## src/rtl/spi_reg_ctrl.sv

```systemverilog
// spi_reg_ctrl: frame-level controller placed behind an SPI slave byte engine.
// The first byte of a frame is a command: bit 7 selects read (1) or write (0),
// and the low ADDR_W bits give the start address. The following bytes are a
// burst of data with an auto-incrementing address on a simple register bus.
// Optional build macro SPI_STATUS_BYTE_EN: while the command byte is being
// received, txd_data carries {burst_err, 4'b0, frame_cnt[2:0]} instead of IDLE_TX.
module spi_reg_ctrl #(
    parameter int         ADDR_W    = 7,
    parameter logic [7:0] IDLE_TX   = 8'hFF,
    parameter int         MAX_BURST = 0
) (
    input  logic              clk,
    input  logic              rstn,
    input  logic              cs,
    input  logic [7:0]        rxd_out,
    input  logic              rxd_flag,
    output logic [7:0]        txd_data,
    output logic [ADDR_W-1:0] reg_addr,
    output logic [7:0]        reg_wdata,
    output logic              reg_wr,
    output logic              reg_rd,
    input  logic [7:0]        reg_rdata,
    output logic              busy,
    output logic              frame_done,
    output logic              burst_err
);

    typedef enum logic [2:0] {
        WAIT_CS = 3'd0,
        IDLE    = 3'd1,
        CMD     = 3'd2,
        WDATA   = 3'd3,
        RDATA   = 3'd4
    } state_e;

    localparam logic [15:0]       BURST_LIM = 16'(MAX_BURST);
    localparam logic [ADDR_W-1:0] ADDR_ONE  = ADDR_W'(1'b1);

    state_e            state_q;
    logic              cs_meta_q;
    logic              cs_s_q;
    logic              cs_prev_q;
    logic              wr_pend_q;
    logic              rd_pend_q;
    logic              data_seen_q;
    logic [15:0]       burst_cnt_q;
    logic [7:0]        txd_data_q;
    logic [ADDR_W-1:0] reg_addr_q;
    logic [7:0]        reg_wdata_q;
    logic              reg_wr_q;
    logic              reg_rd_q;
    logic              busy_q;
    logic              frame_done_q;
    logic              burst_err_q;

    logic              cs_fall;
    logic              cs_rise;
    logic              burst_full;
    logic              data_accept;
    logic [7:0]        cmd_tx;

    assign cs_fall     = cs_prev_q & ~cs_s_q;
    assign cs_rise     = ~cs_prev_q & cs_s_q;
    // A limit of zero means the burst is never full.
    assign burst_full  = (BURST_LIM != 16'd0) && (burst_cnt_q >= BURST_LIM);
    assign data_accept = rxd_flag && ((state_q == WDATA) || (state_q == RDATA)) && !burst_full;

`ifdef SPI_STATUS_BYTE_EN
    logic [2:0] frame_cnt_q;

    // The status byte reports the previous frame's error before it is cleared.
    assign cmd_tx = {burst_err_q, 4'b0000, frame_cnt_q};

    // Count completed frames (mod 8) alongside each frame_done pulse.
    always_ff @(posedge clk or negedge rstn) begin
        if (!rstn) begin
            frame_cnt_q <= 3'd0;
        end else if (cs_rise && (data_seen_q || data_accept)) begin
            frame_cnt_q <= frame_cnt_q + 3'd1;
        end else begin
            frame_cnt_q <= frame_cnt_q;
        end
    end
`else
    assign cmd_tx = IDLE_TX;
`endif

    // Two-flop synchroniser for cs plus a delayed copy for edge detection.
    // Reset to "selected" so a frame already running at reset is never joined.
    always_ff @(posedge clk or negedge rstn) begin
        if (!rstn) begin
            cs_meta_q <= 1'b0;
            cs_s_q    <= 1'b0;
            cs_prev_q <= 1'b0;
        end else begin
            cs_meta_q <= cs;
            cs_s_q    <= cs_meta_q;
            cs_prev_q <= cs_s_q;
        end
    end

    // Frame sequencer: command decode, burst data handling and bus strobes.
    always_ff @(posedge clk or negedge rstn) begin
        if (!rstn) begin
            state_q      <= WAIT_CS;
            wr_pend_q    <= 1'b0;
            rd_pend_q    <= 1'b0;
            data_seen_q  <= 1'b0;
            burst_cnt_q  <= 16'd0;
            txd_data_q   <= IDLE_TX;
            reg_addr_q   <= '0;
            reg_wdata_q  <= 8'h00;
            reg_wr_q     <= 1'b0;
            reg_rd_q     <= 1'b0;
            busy_q       <= 1'b0;
            frame_done_q <= 1'b0;
            burst_err_q  <= 1'b0;
        end else begin
            // Strobes trail their request by one cycle and last one cycle.
            wr_pend_q    <= 1'b0;
            rd_pend_q    <= 1'b0;
            reg_wr_q     <= wr_pend_q;
            reg_rd_q     <= rd_pend_q;
            frame_done_q <= 1'b0;

            // Address advances only after the write strobe has used it.
            if (reg_wr_q) begin
                reg_addr_q <= reg_addr_q + ADDR_ONE;
            end

            // Read data is captured the cycle after the read strobe, but only
            // while the read burst is still open.
            if (reg_rd_q) begin
                txd_data_q <= (state_q == RDATA) ? reg_rdata : IDLE_TX;
            end

            case (state_q)
                WAIT_CS: begin
                    if (cs_s_q) begin
                        state_q <= IDLE;
                    end
                end
                IDLE: begin
                    if (cs_fall) begin
                        state_q     <= CMD;
                        busy_q      <= 1'b1;
                        burst_err_q <= 1'b0;
                        burst_cnt_q <= 16'd0;
                        data_seen_q <= 1'b0;
                        txd_data_q  <= cmd_tx;
                    end
                end
                CMD: begin
                    if (rxd_flag) begin
                        reg_addr_q <= rxd_out[ADDR_W-1:0];
                        txd_data_q <= IDLE_TX;
                        if (rxd_out[7]) begin
                            state_q   <= RDATA;
                            rd_pend_q <= 1'b1;
                        end else begin
                            state_q <= WDATA;
                        end
                    end
                end
                WDATA: begin
                    if (rxd_flag) begin
                        if (!burst_full) begin
                            reg_wdata_q <= rxd_out;
                            wr_pend_q   <= 1'b1;
                            data_seen_q <= 1'b1;
                            if (BURST_LIM != 16'd0) begin
                                burst_cnt_q <= burst_cnt_q + 16'd1;
                            end
                        end else begin
                            burst_err_q <= 1'b1;
                        end
                    end
                end
                RDATA: begin
                    if (rxd_flag) begin
                        if (!burst_full) begin
                            reg_addr_q  <= reg_addr_q + ADDR_ONE;
                            rd_pend_q   <= 1'b1;
                            data_seen_q <= 1'b1;
                            if (BURST_LIM != 16'd0) begin
                                burst_cnt_q <= burst_cnt_q + 16'd1;
                            end
                        end else begin
                            burst_err_q <= 1'b1;
                            txd_data_q  <= IDLE_TX;
                        end
                    end
                end
                default: begin
                    state_q <= WAIT_CS;
                end
            endcase

            // End of frame wins over the state update above; a byte flagged in
            // the same cycle has already queued its strobe and still counts.
            if (cs_rise) begin
                state_q      <= IDLE;
                busy_q       <= 1'b0;
                txd_data_q   <= IDLE_TX;
                data_seen_q  <= 1'b0;
                frame_done_q <= data_seen_q || data_accept;
            end
        end
    end

    assign txd_data   = txd_data_q;
    assign reg_addr   = reg_addr_q;
    assign reg_wdata  = reg_wdata_q;
    assign reg_wr     = reg_wr_q;
    assign reg_rd     = reg_rd_q;
    assign busy       = busy_q;
    assign frame_done = frame_done_q;
    assign burst_err  = burst_err_q;

endmodule

```

## config.mk

```make
export PLATFORM = sky130hd
export DESIGN_NAME = spi_reg_ctrl
export DESIGN_NICKNAME = d
export VERILOG_FILES = /design/src/rtl/spi_reg_ctrl.sv
export SDC_FILE = /design/constraint.sdc
export NUM_CORES = 1
export LEC_CHECK = 0
export CORE_ASPECT_RATIO = 1.4
export CORE_MARGIN = 8
export CORE_UTILIZATION = 43
export DETAILED_ROUTE_END_ITERATION = 12
export PLACE_DENSITY_LB_ADDON = 0.2
export SKIP_LAST_GASP = 1
export SYNTH_ARGS = -nofsm -noshare
export SYNTH_HDL_FRONTEND = slang
export SYNTH_SLANG_ARGS = --single-unit
```

## constraint.sdc

```tcl
create_clock -name clk -period 1.4 [get_ports clk]
set_input_delay 0.14 -clock clk [delete_from_list [all_inputs] [get_ports clk]]
set_output_delay 0.14 -clock clk [all_outputs]
set_load 0.01 [all_outputs]
```

==> Word-level counts from Yosys, hierarchy flattened <==
Index checks and enable logic that the tools add are counted.
{ "totals": {"reg_bits": 36, "inputBits": 20, "wordCells": 69} }
{ "op_classes": {"addsub": 1, "n_eq_ne": 9, "n_mux": 29, "bitwise_logic": 4, "n_reduce_logical": 12} }
{ "op_table": {"columns": ["cell", "count"], "rows": [
  ["8-bit 2-to-1 mux", 5],
  ["7-bit 2-to-1 mux", 3],
  ["8-bit one-hot mux with 2 select lines", 1],
  ["3-bit 2-to-1 mux", 5],
  ["7-bit one-hot mux with 2 select lines", 1],
  ["3-bit one-hot mux with 4 select lines", 1],
  ["1-bit 2-to-1 mux", 11],
  ["3-bit inequality test, second input constant", 3],
  ["7-bit by 1-bit adder with 7-bit output, second input constant", 1],
  ["3-bit by 2-bit equality test with 1-bit output, second input constant", 2],
  ["1-bit one-hot mux with 2 select lines", 2],
  ["2-bit AND reduction", 2],
  ["4-bit AND reduction", 1],
  ["2-bit nonzero test", 2],
  ["3-bit by 1-bit equality test with 1-bit output, second input constant", 1],
  ["3-bit equality test, second input constant", 1],
  ["3-bit zero test", 1],
  ["3-bit by 1-bit inequality test with 1-bit output, second input constant", 1],
  ["3-bit AND reduction", 1],
  ["3-bit nonzero test", 1],
  ["1-bit bitwise AND", 2],
  ["1-bit logical OR", 2],
  ["2-bit by 1-bit inequality test with 1-bit output, second input constant", 1],
  ["1-bit inverter", 2],
  ["other kinds (2)", 2]
]} }

==> Logic depth before layout (Yosys ltp) <==
Gate-level depths: netlist (run 1).
{ "depth": {"word_depth": 6, "depth_mapped": 6, "depth_no_buf": 6} }

==> Worst setup path before layout (run 1) <==
No wires, ideal clock.
{ "synth_timing": {"kind": "flip-flop to flip-flop", "from": "reg reg_addr_q[0] (netlist: reg_addr[0])", "to": "reg reg_addr_q[6] (netlist: reg_addr[6])", "t_arrival_ns": 1.362, "t_required_ns": 1.274, "path_slack_ns": -0.088, "path_stages_with_launch": 6, "n_path_buf": 0, "cell_sequence": "dfrtp_1 -> ha_1 -> and3_1 -> o2111a_1 -> o21ai_1 -> a221o_1"} }
{ "synth_via": {"elab_chain_cells": 4} }
{ "synth_lines": {"columns": ["element", "line_no", "text"], "rows": [
  ["start: declaration", "48", "logic [ADDR_W-1:0] reg_addr_q;"],
  ["start signal: assignment", "128", "reg_addr_q <= reg_addr_q + ADDR_ONE;"],
  ["start signal: assignment", "155", "reg_addr_q <= rxd_out[ADDR_W-1:0];"],
  ["start signal: assignment", "182", "reg_addr_q <= reg_addr_q + ADDR_ONE;"],
  ["7-bit by 1-bit adder with 7-bit output *", "128, 182", null],
  ["7-bit 2-to-1 mux", "127", "if (reg_wr_q) begin"],
  ["7-bit 2-to-1 mux, on equally long branches", "180, 154", null],
  ["7-bit one-hot mux with 2 select lines *", "137", "case (state_q)"]
]} }
Mark *: on every way between the ends. The rest lies on a longest branch, timed or not.
A chain may end at the register's enable or synchronous reset.

==> Worst setup path in the final report (run 1) <==
{ "layout_timing": {"from": "reg state_q[2]", "to": "reg reg_addr_q[6] (netlist: reg_addr[6])"} }
{ "layout_via": {"elab_chain_cells": 2} }
{ "layout_lines": {"columns": ["element", "line_no", "text"], "rows": [
  ["start: declaration", "39", "state_e state_q;"],
  ["start signal: assignment", "105", "state_q <= WAIT_CS;"],
  ["start signal: assignment", "140", "state_q <= IDLE;"],
  ["start signal: assignment", "145", "state_q <= CMD;"],
  ["3-bit equality test or 3-bit by 2-bit equality test with 1-bit output (tied branches)", "137", null],
  ["7-bit one-hot mux with 2 select lines *", "137", null]
]} }
Marked as above.

==> impl_metrics.py, run 1 <==
metrics = {
    "setup_path": {
        "slowest_delay_ns": 0.45,
        "worstSetupStartpoint": "state_q[2]$_DFFE_PN0P_",
        "critPathKind": "reg2reg",
        "reg2reg_depth": 4,
        "worstPathCellList": "and2b_4, and3b_2, a211oi_1, a221o_1",
        "cp-end-kind": "flip-flop",
        "cp_data_arrival_time_ns": 1.59,
        "rr_endpoint": "reg_addr[6]$_DFF_PN0_",
        "r2r_start": "state_q[2]$_DFFE_PN0P_",
        "ff2ff_setup_slack_ns": -0.02,
        "crit_path_max_fanout": 5,
        "startpoint_type": "flip-flop",
        "slowest_stage": "dfrtp_2",
        "worst_ep_required_time_ns": 1.58,
    },
    "timing": {
        "worst_slack_ns": -0.01507,
        "finalCritPeriodShare_pct": 101.1,
        "fin_skew_ns": 0.008982,
        "setup_viol": 1,
        "hold_violations": 0,
        "rsz0062_at_grt": "true",
        "maxSlewViolCount": 0,
        "min_period_ns": 1.415,
        "fmax_mhz": 706.7,
    },
    "routing": {
        "wl_met1_mm": 1.930,
        "drt_pre_antenna_iters": 4,
        "wl_mm": 4.498,
        "drc": 0,
        "drt_iter0_drc": 41,
        "routedWlPerCell_um": 15.04,
        "antenna_left": 0,
        "wl_met2_mm": 2.208,
        "vias": 1548,
        "top_layer": "met4",
        "wl_met3_um": 265,
        "viasPerCell": 5.177,
    },
    "global_route": {
        "antenna_found_initial": 0,
        "grt_max_degree": 37,
        "grt_use_total_pct": 14.89,
        "grt_pass1_vias": 1634,
        "grt_pass1_wl_mm": 7.803,
        "grt-ovfl-total": 0,
    },
    "floorplanning": {
        "die_area_mm2": 0.006565,
        "die_h_um": 92.73,
        "core_mm2": 0.004134,
        "die_w_um": 70.80,
        "ios": 48,
        "rows": 28,
        "initial_core_util_pct": 43.73,
    },
    "placed_design": {
        "io_buffers": 46,
        "gp_congestion": 0.8141,
        "dp_cells": 286,
        "dp_hpwl_mm": 3.331,
    },
    "pwr": {
        "power_leakage_nw": 1.174,
        "power.density_mw_per_mm2": 1691,
        "ir_worst_vdd_v": 0.001045,
    },
    "flow_run": {
        "maxCapViolations": 0,
    },
    "final_layout": {
        "fin_util_pct": 63.98,
        "syn_to_final_growth_pct": 46.30,
        "multi_input_area_um2": 862.1,
        "finalNonFillerCells": 299,
        "num-fill-cells": 373,
        "layout_common_cells": "clkdlybuf4s50_1 (32), nand2_1 (30), buf_4 (25)",
        "seqCellArea_um2": 919.6,
        "diodes": 0,
        "drive_above_1_share_pct": 26.38,
        "nNetsFinal": 276,
        "mostFrequentLayoutCell": "clkdlybuf4s50_1",
    },
    "clock_tree": {
        "holdBufCountCts": 0,
        "ctsHtreeMaxLevel": 2,
        "cts-root-buf": "clkbuf_8",
        "insertion_delay_ns": 0.29,
        "cts_tree": "done",
        "cts_buffers": 5,
        "clkTransAtPathRegs_ns": 0.07,
        "clkSinkCount": 36,
        "clockBufferDepth": 2,
    },
    "synthesis": {
        "synth.area.top_cells": "dfrtp_1 (39%), dfstp_2 (12%), nand2_1 (6.4%)",
        "synth_edf_count": 0,
        "yosysSeqAreaShare_pct": 50.38,
        "yosysUniqueCellTypes": 46,
        "synthesis.instances": 182,
        "yosys_warnings": 0,
        "syn_area_per_cell_um2": 9.934,
        "synthesis.area_mm2": 0.001808,
        "async_flop_share_pct": 100.0,
        "synthFlopType": "dfrtp_1",
        "synth_top_area_cell": "dfrtp_1",
        "synth_fp_nets": 205,
        "ys_ff_latch": 36,
        "synth.top_cell.area_share_pct": 38.75,
    },
    "status": {
        "status": "finished with violations",
        "violations": "setup timing",
    },
    "worst_hold_path": {
        "hold_path_class": "in2async",
    },
}
==> Yosys cell counts (all sizes together), types with 2 or more instances <==
cell type,instances
nand2,31
dfrtp,28
nor2,15
o21ai,14
nor3b,10
dfstp,8
a21oi,7
buf,7
inv,6
nor2b,5
nand3,4
nand3b,4
and3,3
clkbuf,3
ha,3
mux2i,3
a22o,2
mux2,2
nand4,2
nor3,2
o2111ai,2
o21a,2
xor2,2
==> per-layer routing <==
layer,vias up,GRT usage (%)
li1,771,-
met3,8,5.189
met5,-,0
met4,0,6.098
met2,43,24.90
met1,726,16.85
==> power by group <==
part / switching [W] / leakage [nW] / total, W / internal (W)
logic: 0.000910 / 0.693 / 0.00199 / 0.00108
registers: 0.000240 / 0.426 / 0.00159 / 0.00135
clock network: 0.000367 / 0.0552 / 0.000895 / 0.000528
total: 0.00152 / 1.17 / 0.00447 / 0.00296
==> stage by stage <==
step	TNS [ns]	setup slack, ns	hold slack (ns)	total power (W)	area [um^2]
2_1_floorplan	-0.006098	-0.006098	-0.1556	0.002593	1827
3_3_place_gp	-1.306	-0.1133	0.3327	0.003491	2455
3_5_place_dp	-2.235	-0.1604	0.3363	0.003523	2455
4_1_cts	-0.007010	-0.007010	0.2161	0.004489	2595
5_1_grt	-0.2958	-0.07059	0.2295	0.004796	2645
6_report	-0.01507	-0.01507	0.2109	0.004473	2645
==> sequential cells by signal (all words and copies together), names as in the netlist <==
register     count
reg_wr           1
state_q          3
busy             1
cs_meta_q        1
reg_rd           1
txd_data         8
cs_s_q           1
cs_prev_q        1
reg_addr         7
data_seen_q      1
reg_wdata        8
frame_done       1
wr_pend_q        1
rd_pend_q        1
==> logic make-up (layout without fill, tap and decap cells) <==
| family | Yosys count | after routing | synth area share [%] |
|---|---|---|---|
| AOI/OAI and AO/OA | 38 | 38 | 13.77 |
| muxes | 5 | 5 | 2.907 |
| DFF | 36 | 36 | 50.38 |
| and+or+nand+nor | 80 | 80 | 24.08 |
| other | 1 | 1 | 0.2074 |
| xor gates and xnor gates | 3 | 3 | 1.454 |
| buffers and inverters | 16 | 88 | 5.121 |
| adders and majority gates | 3 | 3 | 2.076 |
==> final cells by class <==
cell class | count | area share (%)
clock buffers | 6 | 2.744
repair buffers | 74 | 25.59
flip-flops and latches | 36 | 34.77
clock inverters | 2 | 1.325
multi-input cells | 130 | 32.59
well taps | 45 | 2.129
inverters | 6 | 0.8515
==> timing repair <==
item,4_1_cts,5_1_grt
pin swaps,0,4
cloned,0,0
gates resized for setup,24,9
buffers inserted,3,2
endpoints found under the setup margin,30,15
==> worst max-delay path, delay by kind of cell, from the launching register on <==
| family | cells | cell delay (ns) |
|---|---|---|
| AND/OR/NAND/NOR | 2 | 0.49 |
| flip-flops | 1 | 0.45 |
| AO/OA/AOI/OAI | 2 | 0.37 |
==> worst max path at each step <==
stage                            endpoint  slack (ns)  depth (start not counted)
finish              reg_addr[6]$_DFF_PN0_       -0.02                          4
global route        reg_addr[6]$_DFF_PN0_       -0.07                          4
CTS                 reg_addr[6]$_DFF_PN0_      -0.007                          4
detailed placement  reg_addr[6]$_DFF_PN0_       -0.16                          5
global placement    reg_addr[5]$_DFF_PN0_       -0.11                          5
floorplan           reg_addr[6]$_DFF_PN0_      -0.006                          5
No activity file was read; power rests on OpenSTA's default activity.
==> run 2: changes to the inputs <==
- CORE_UTILIZATION: 43 -> 48
- CTS_BUF_LIST: default -> sky130_fd_sc_hd__clkbuf_4
- DONT_BUFFER_PORTS: default -> 1
- SLEW_MARGIN: default -> 20
==> run 2 against run 1 <==
Net effect: the run still ends with setup timing left; clock skew increased by 0.00073 ns; core utilization decreased by 1.6 points; final cell count decreased by 13%; worst hold slack got worse by 0.20 ns; critical path type unchanged; setup slack got worse by 0.024 ns; total power decreased by 14%.
==> impl_metrics.py, run 2 (synthesis gave the netlist of run 1 again) <==
metrics = {
    "global_route": {
        "grt_use_total_pct": 15.81,
        "grt_pass1_vias": 1513,
        "grt_max_degree": 37,
        "grt-ovfl-total": 0,
        "antenna_found_initial": 0,
        "grt_pass1_wl_mm": 7.210,
    },
    "setup_path": {
        "worst_ep_required_time_ns": 1.62,
        "startpoint_type": "flip-flop",
        "crit_family": "simple AND/OR/NAND/NOR gates",
        "cp-end-kind": "flip-flop",
        "slowest_stage": "dfrtp_2",
        "critPathKind": "reg2reg",
        "cp_data_arrival_time_ns": 1.66,
        "critPathBufInv": 0,
        "crit_path_max_fanout": 5,
        "ff2ff_setup_slack_ns": -0.04,
        "slowest_delay_ns": 0.47,
        "worstPathCellList": "and2b_4, and3b_2, a211oi_1, a221o_1",
    },
    "placed_design": {
        "io_buffers": 0,
        "post_dp_cell_area_mm2": 0.001948,
        "gp_congestion": 0.8014,
        "dp_hpwl_mm": 3.162,
        "dp_cells": 233,
    },
    "final_layout": {
        "drive_above_1_share_pct": 27.40,
        "final_area_mm2": 0.002272,
        "nNetsFinal": 241,
        "layout_common_cells": "nand2_1 (30), dfrtp_1 (22), buf_4 (20)",
        "diodes": 0,
        "mostFrequentLayoutCell": "nand2_1",
        "finalNonFillerCells": 261,
        "syn_to_final_growth_pct": 25.67,
    },
    "flow_run": {
        "maxCapViolations": 0,
    },
    "clock_tree": {
        "cts-root-buf": "clkbuf_4",
        "clkSinkCount": 36,
        "clkTransAtPathRegs_ns": 0.11,
        "ctsHtreeMaxLevel": 2,
        "clockBufferDepth": 2,
        "cts_buffers": 5,
        "insertion_delay_ns": 0.34,
        "cts_tree": "done",
    },
    "floorplanning": {
        "core_mm2": 0.003643,
        "die_area_mm2": 0.006014,
        "die_w_um": 67.87,
        "ios": 48,
        "rows": 26,
        "initial_core_util_pct": 49.62,
        "die_h_um": 88.62,
    },
    "pwr": {
        "sw_frac_of_total_pct": 37.07,
        "power.internal_w": 0.002430,
        "ir_worst_vdd_v": 0.001116,
        "power.density_mw_per_mm2": 1699,
        "p_clk_share_pct": 18.3,
        "seqPwrFrac_pct": 44.0,
        "pwr-share-comb_pct": 37.7,
        "power_leakage_nw": 0.9999,
        "p_sw_w": 0.001431,
    },
    "timing": {
        "fmax_mhz": 695.0,
        "hold_violations": 0,
        "fin_skew_ns": 0.009708,
        "setup_viol": 2,
        "finalCritPeriodShare_pct": 102.8,
        "rsz0062_at_grt": "true",
        "maxSlewViolCount": 0,
        "min_period_ns": 1.439,
        "fin_setup_tns_ns": -0.05650,
        "worst_slack_ns": -0.03894,
    },
    "worst_hold_path": {
        "hold_path_class": "in2reg",
    },
    "status": {
        "status": "finished with violations",
        "violations": "setup timing",
    },
    "routing": {
        "wl_mm": 4.435,
        "viasPerCell": 5.471,
        "drt_pre_antenna_iters": 4,
        "antenna_left": 0,
        "drt_iter0_drc": 48,
        "routedWlPerCell_um": 16.99,
        "vias": 1428,
        "drc": 0,
    },
}
-- run 2: layout make-up --
cell class                      count  area (um^2)
Fill cell                         304         1371
Sequential cell                    36        918.4
Multi-Input combinational cell    130        850.8
Timing Repair Buffer               39        352.8
Tap cell                           42        52.55
Clock buffer                        5        37.54
Clock inverter                      3        37.54
Inverter                            6        22.52
-- run 2: metrics by stage --
stage | total power, W | utilization [%] | hold slack [ns] | worst slack (ns)
global route | 0.004129 | 62.36 | 0.003855 | -0.08258
CTS | 0.003846 | 61.23 | 0.004310 | -0.03285
finish | 0.003861 | 62.36 | 0.01516 | -0.03894
detailed placement | 0.003031 | 53.47 | -0.1543 | -0.07586
global placement | 0.002966 | 53.47 | -0.1543 | -0.004017
floorplan | 0.002593 | - | -0.1556 | -0.006098
-- run 2: worst paths after layout --
kind                       depth (start not counted)                     to                    from
setup / recovery                                   4  reg_addr[6]$_DFF_PN0_  state_q[2]$_DFFE_PN0P_
hold / removal                                     2  txd_data[6]$_DFF_PN1_            reg_rdata[6]
setup reg to reg                                   4  reg_addr[6]$_DFF_PN0_  state_q[2]$_DFFE_PN0P_
hold reg to reg                                    0       cs_s_q$_DFF_PN0_     cs_meta_q$_DFF_PN0_
max in group asynchronous                          2  txd_data[2]$_DFF_PN1_                    rstn
min in group asynchronous                          2       reg_rd$_DFF_PN0_                    rstn
-- run 2: what timing repair did --
| item | in CTS | in global routing |
|---|---|---|
| buffers inserted | 2 | 1 |
| gates resized for setup | 6 | 12 |
| pin swaps | 3 | 3 |
| endpoints found under the hold margin | 57 | 0 |
| endpoints found under the setup margin | 14 | 17 |
| hold buffers | 17 | 0 |
-- run 2: power by group through the flow --
stage	clock, W	sequential (W)	combinational, W
floorplan	0	0.00168	0.000912
global placement	0	0.00170	0.00127
detailed placement	0	0.00170	0.00133
CTS	0.000734	0.00169	0.00142
global route	0.000775	0.00174	0.00162
finish	0.000707	0.00170	0.00146
-- run 2: layer usage --
| layer | wire (um) | up-vias | GRT usage (%) |
|---|---|---|---|
| li1 | - | 704 | - |
| met1 | 1776 | 671 | 17.19 |
| met2 | 2227 | 48 | 27.48 |
| met3 | 371 | 5 | 5.830 |
| met4 | 60 | 0 | 5.047 |
| met5 | 0 | - | 0 |
-- run 2: worst register-to-register path, delay by kind of cell (launching register included) --
family / cells / cell delay (ns)
AND/OR/NAND/NOR: 2 / 0.47
AO/OA/AOI/OAI: 2 / 0.38
flip-flops: 1 / 0.47
==> run 3: changes to the inputs <==
- CAP_MARGIN: default -> 20
- CORE_UTILIZATION: 48 -> 32
- SLEW_MARGIN: 20 -> 15
==> run 3 against run 2 <==
Net effect: worst hold slack lost 0.012 ns; die area grew 39%; sequential power barely moved; the run still ends with setup timing left; non-clock buffer count grew 7; flip-flop and latch count stayed put.
==> impl_metrics.py, run 3 (synthesis gave the netlist of run 1 again) <==
metrics = {
    "setup_path": {
        "crit_path_max_fanout": 5,
        "startpoint_type": "flip-flop",
        "cp-end-kind": "flip-flop",
        "worst_ep_required_time_ns": 1.64,
        "critPathKind": "reg2reg",
        "cp_data_arrival_time_ns": 1.70,
    },
    "routing": {
        "routedWlPerCell_um": 16.63,
        "wl_mm": 4.890,
        "drc": 0,
        "vias": 1489,
        "drt_iter0_drc": 32,
        "viasPerCell": 5.065,
        "drt_pre_antenna_iters": 4,
        "antenna_left": 0,
    },
    "pwr": {
        "ir_worst_vdd_v": 0.0007349,
        "power_w": 0.004018,
        "power.density_mw_per_mm2": 1681,
        "power_leakage_nw": 1.065,
    },
    "clock_tree": {
        "cts_buffers": 5,
        "cts_tree": "done",
        "cts-root-buf": "clkbuf_4",
        "ctsHtreeMaxLevel": 2,
        "clkSinkCount": 36,
        "clkTransAtPathRegs_ns": 0.12,
        "insertion_delay_ns": 0.35,
        "clockBufferDepth": 2,
    },
    "final_layout": {
        "layout_common_cells": "nand2_1 (30), buf_4 (27), dfrtp_1 (23)",
        "drive_above_1_share_pct": 30.53,
        "num-fill-cells": 536,
        "seqCellArea_um2": 917.1,
        "syn_to_final_growth_pct": 32.18,
        "mostFrequentLayoutCell": "nand2_1",
        "multi_input_area_um2": 878.3,
        "nNetsFinal": 248,
        "diodes": 0,
    },
    "floorplanning": {
        "die_h_um": 104.9,
        "rows": 32,
        "initial_core_util_pct": 32.96,
        "die_area_mm2": 0.008345,
        "die_w_um": 79.53,
        "core_mm2": 0.005485,
        "ios": 48,
    },
    "timing": {
        "hold_slack_ns": 0.002733,
        "rsz0062_at_grt": "true",
        "setup_viol": 3,
        "worst_slack_ns": -0.06165,
        "hold_violations": 0,
        "maxSlewViolCount": 0,
        "finalCritPeriodShare_pct": 104.4,
        "fin_skew_ns": 0.006598,
        "fmax_mhz": 684.2,
        "min_period_ns": 1.462,
        "fin_setup_tns_ns": -0.1366,
    },
    "placed_design": {
        "pre_cts_slack_ns": -0.09635,
        "io_buffers": 0,
        "dp_hpwl_mm": 3.430,
        "gp_congestion": 0.8132,
    },
    "worst_hold_path": {
        "hold_path_class": "in2reg",
    },
    "status": {
        "status": "finished with violations",
        "violations": "setup timing",
    },
    "global_route": {
        "grt_max_degree": 37,
        "grt-ovfl-total": 0,
        "grt_pass1_wl_mm": 8.079,
        "antenna_found_initial": 0,
        "grt_use_total_pct": 12.05,
        "grt_pass1_vias": 1553,
    },
    "flow_run": {
        "maxCapViolations": 0,
    },
}
[run 3: cell types whose count changed in the layout (fill, tap and decap cells not counted), sizes merged]
cell | previous run | this run
dlygate4sd3 | 16 | 15
buf | 23 | 31
clkinv | 2 | 1
clkinvlp | 0 | 1
[run 3: cell type report]
class,instances,share of cell area (%)
Sequential cell,36,38.38
Multi-Input combinational cell,130,36.75
Timing Repair Buffer,46,17.02
Tap cell,68,3.560
Clock inverter,3,1.780
Clock buffer,5,1.571
Inverter,6,0.9424
[run 3: critical path, cell delays in order, from the launching register on]
cell and delay [ns]:
dfrtp_2 0.47, nor3b_4 0.29, o2111a_1 0.24, o21ai_1 0.07, a221o_1 0.29
[run 3: repair_timing]
action	CTS	global route
gates resized for setup	10	11
hold endpoints to repair	57	1
setup endpoints to repair	14	16
pin swaps	5	6
gates cloned	0	0
hold buffers	15	1
buffers inserted	2	1
[run 3: through the flow]
stage	utilization (%)	std cells	instance area, um^2
after floorplan	-	182	1827
after global placement	37.20	267	2041
after detailed placement	37.20	267	2041
after CTS	42.43	292	2327
after global routing	43.57	294	2390
final	43.57	294	2390
[run 3: report_power, final]
group | internal, W | total [W] | switching, W
combinational | 0.000805 | 0.00155 | 0.000749
clock | 0.000372 | 0.000749 | 0.000377
sequential | 0.00134 | 0.00171 | 0.000372
[run 3: path summary, 6_finish.rpt]
check | from | endpoint | slack, ns | depth (start not counted)
setup / recovery | state_q[1]$_DFFE_PN0P_ | reg_addr[6]$_DFF_PN0_ | -0.06 | 4
hold / removal | reg_rdata[7] | txd_data[7]$_DFF_PN1_ | 0.003 | 2
setup reg to reg | state_q[1]$_DFFE_PN0P_ | reg_addr[6]$_DFF_PN0_ | -0.06 | 4
hold reg to reg | rd_pend_q$_DFF_PN0_ | reg_rd$_DFF_PN0_ | 0.36 | 0
max in group asynchronous | rstn | txd_data[1]$_DFF_PN1_ | 0.90 | 2
min in group asynchronous | rstn | cs_meta_q$_DFF_PN0_ | 0.24 | 2
[run 3: routing by layer]
| layer | vias to the layer above | wire length [um] | global-route usage [%] |
|---|---|---|---|
| met5 | - | 0 | 0 |
| met4 | 0 | 90 | 4.388 |
| met3 | 8 | 436 | 5.232 |
| met2 | 44 | 2251 | 18.59 |
| met1 | 718 | 2112 | 14.36 |
| li1 | 719 | - | - |
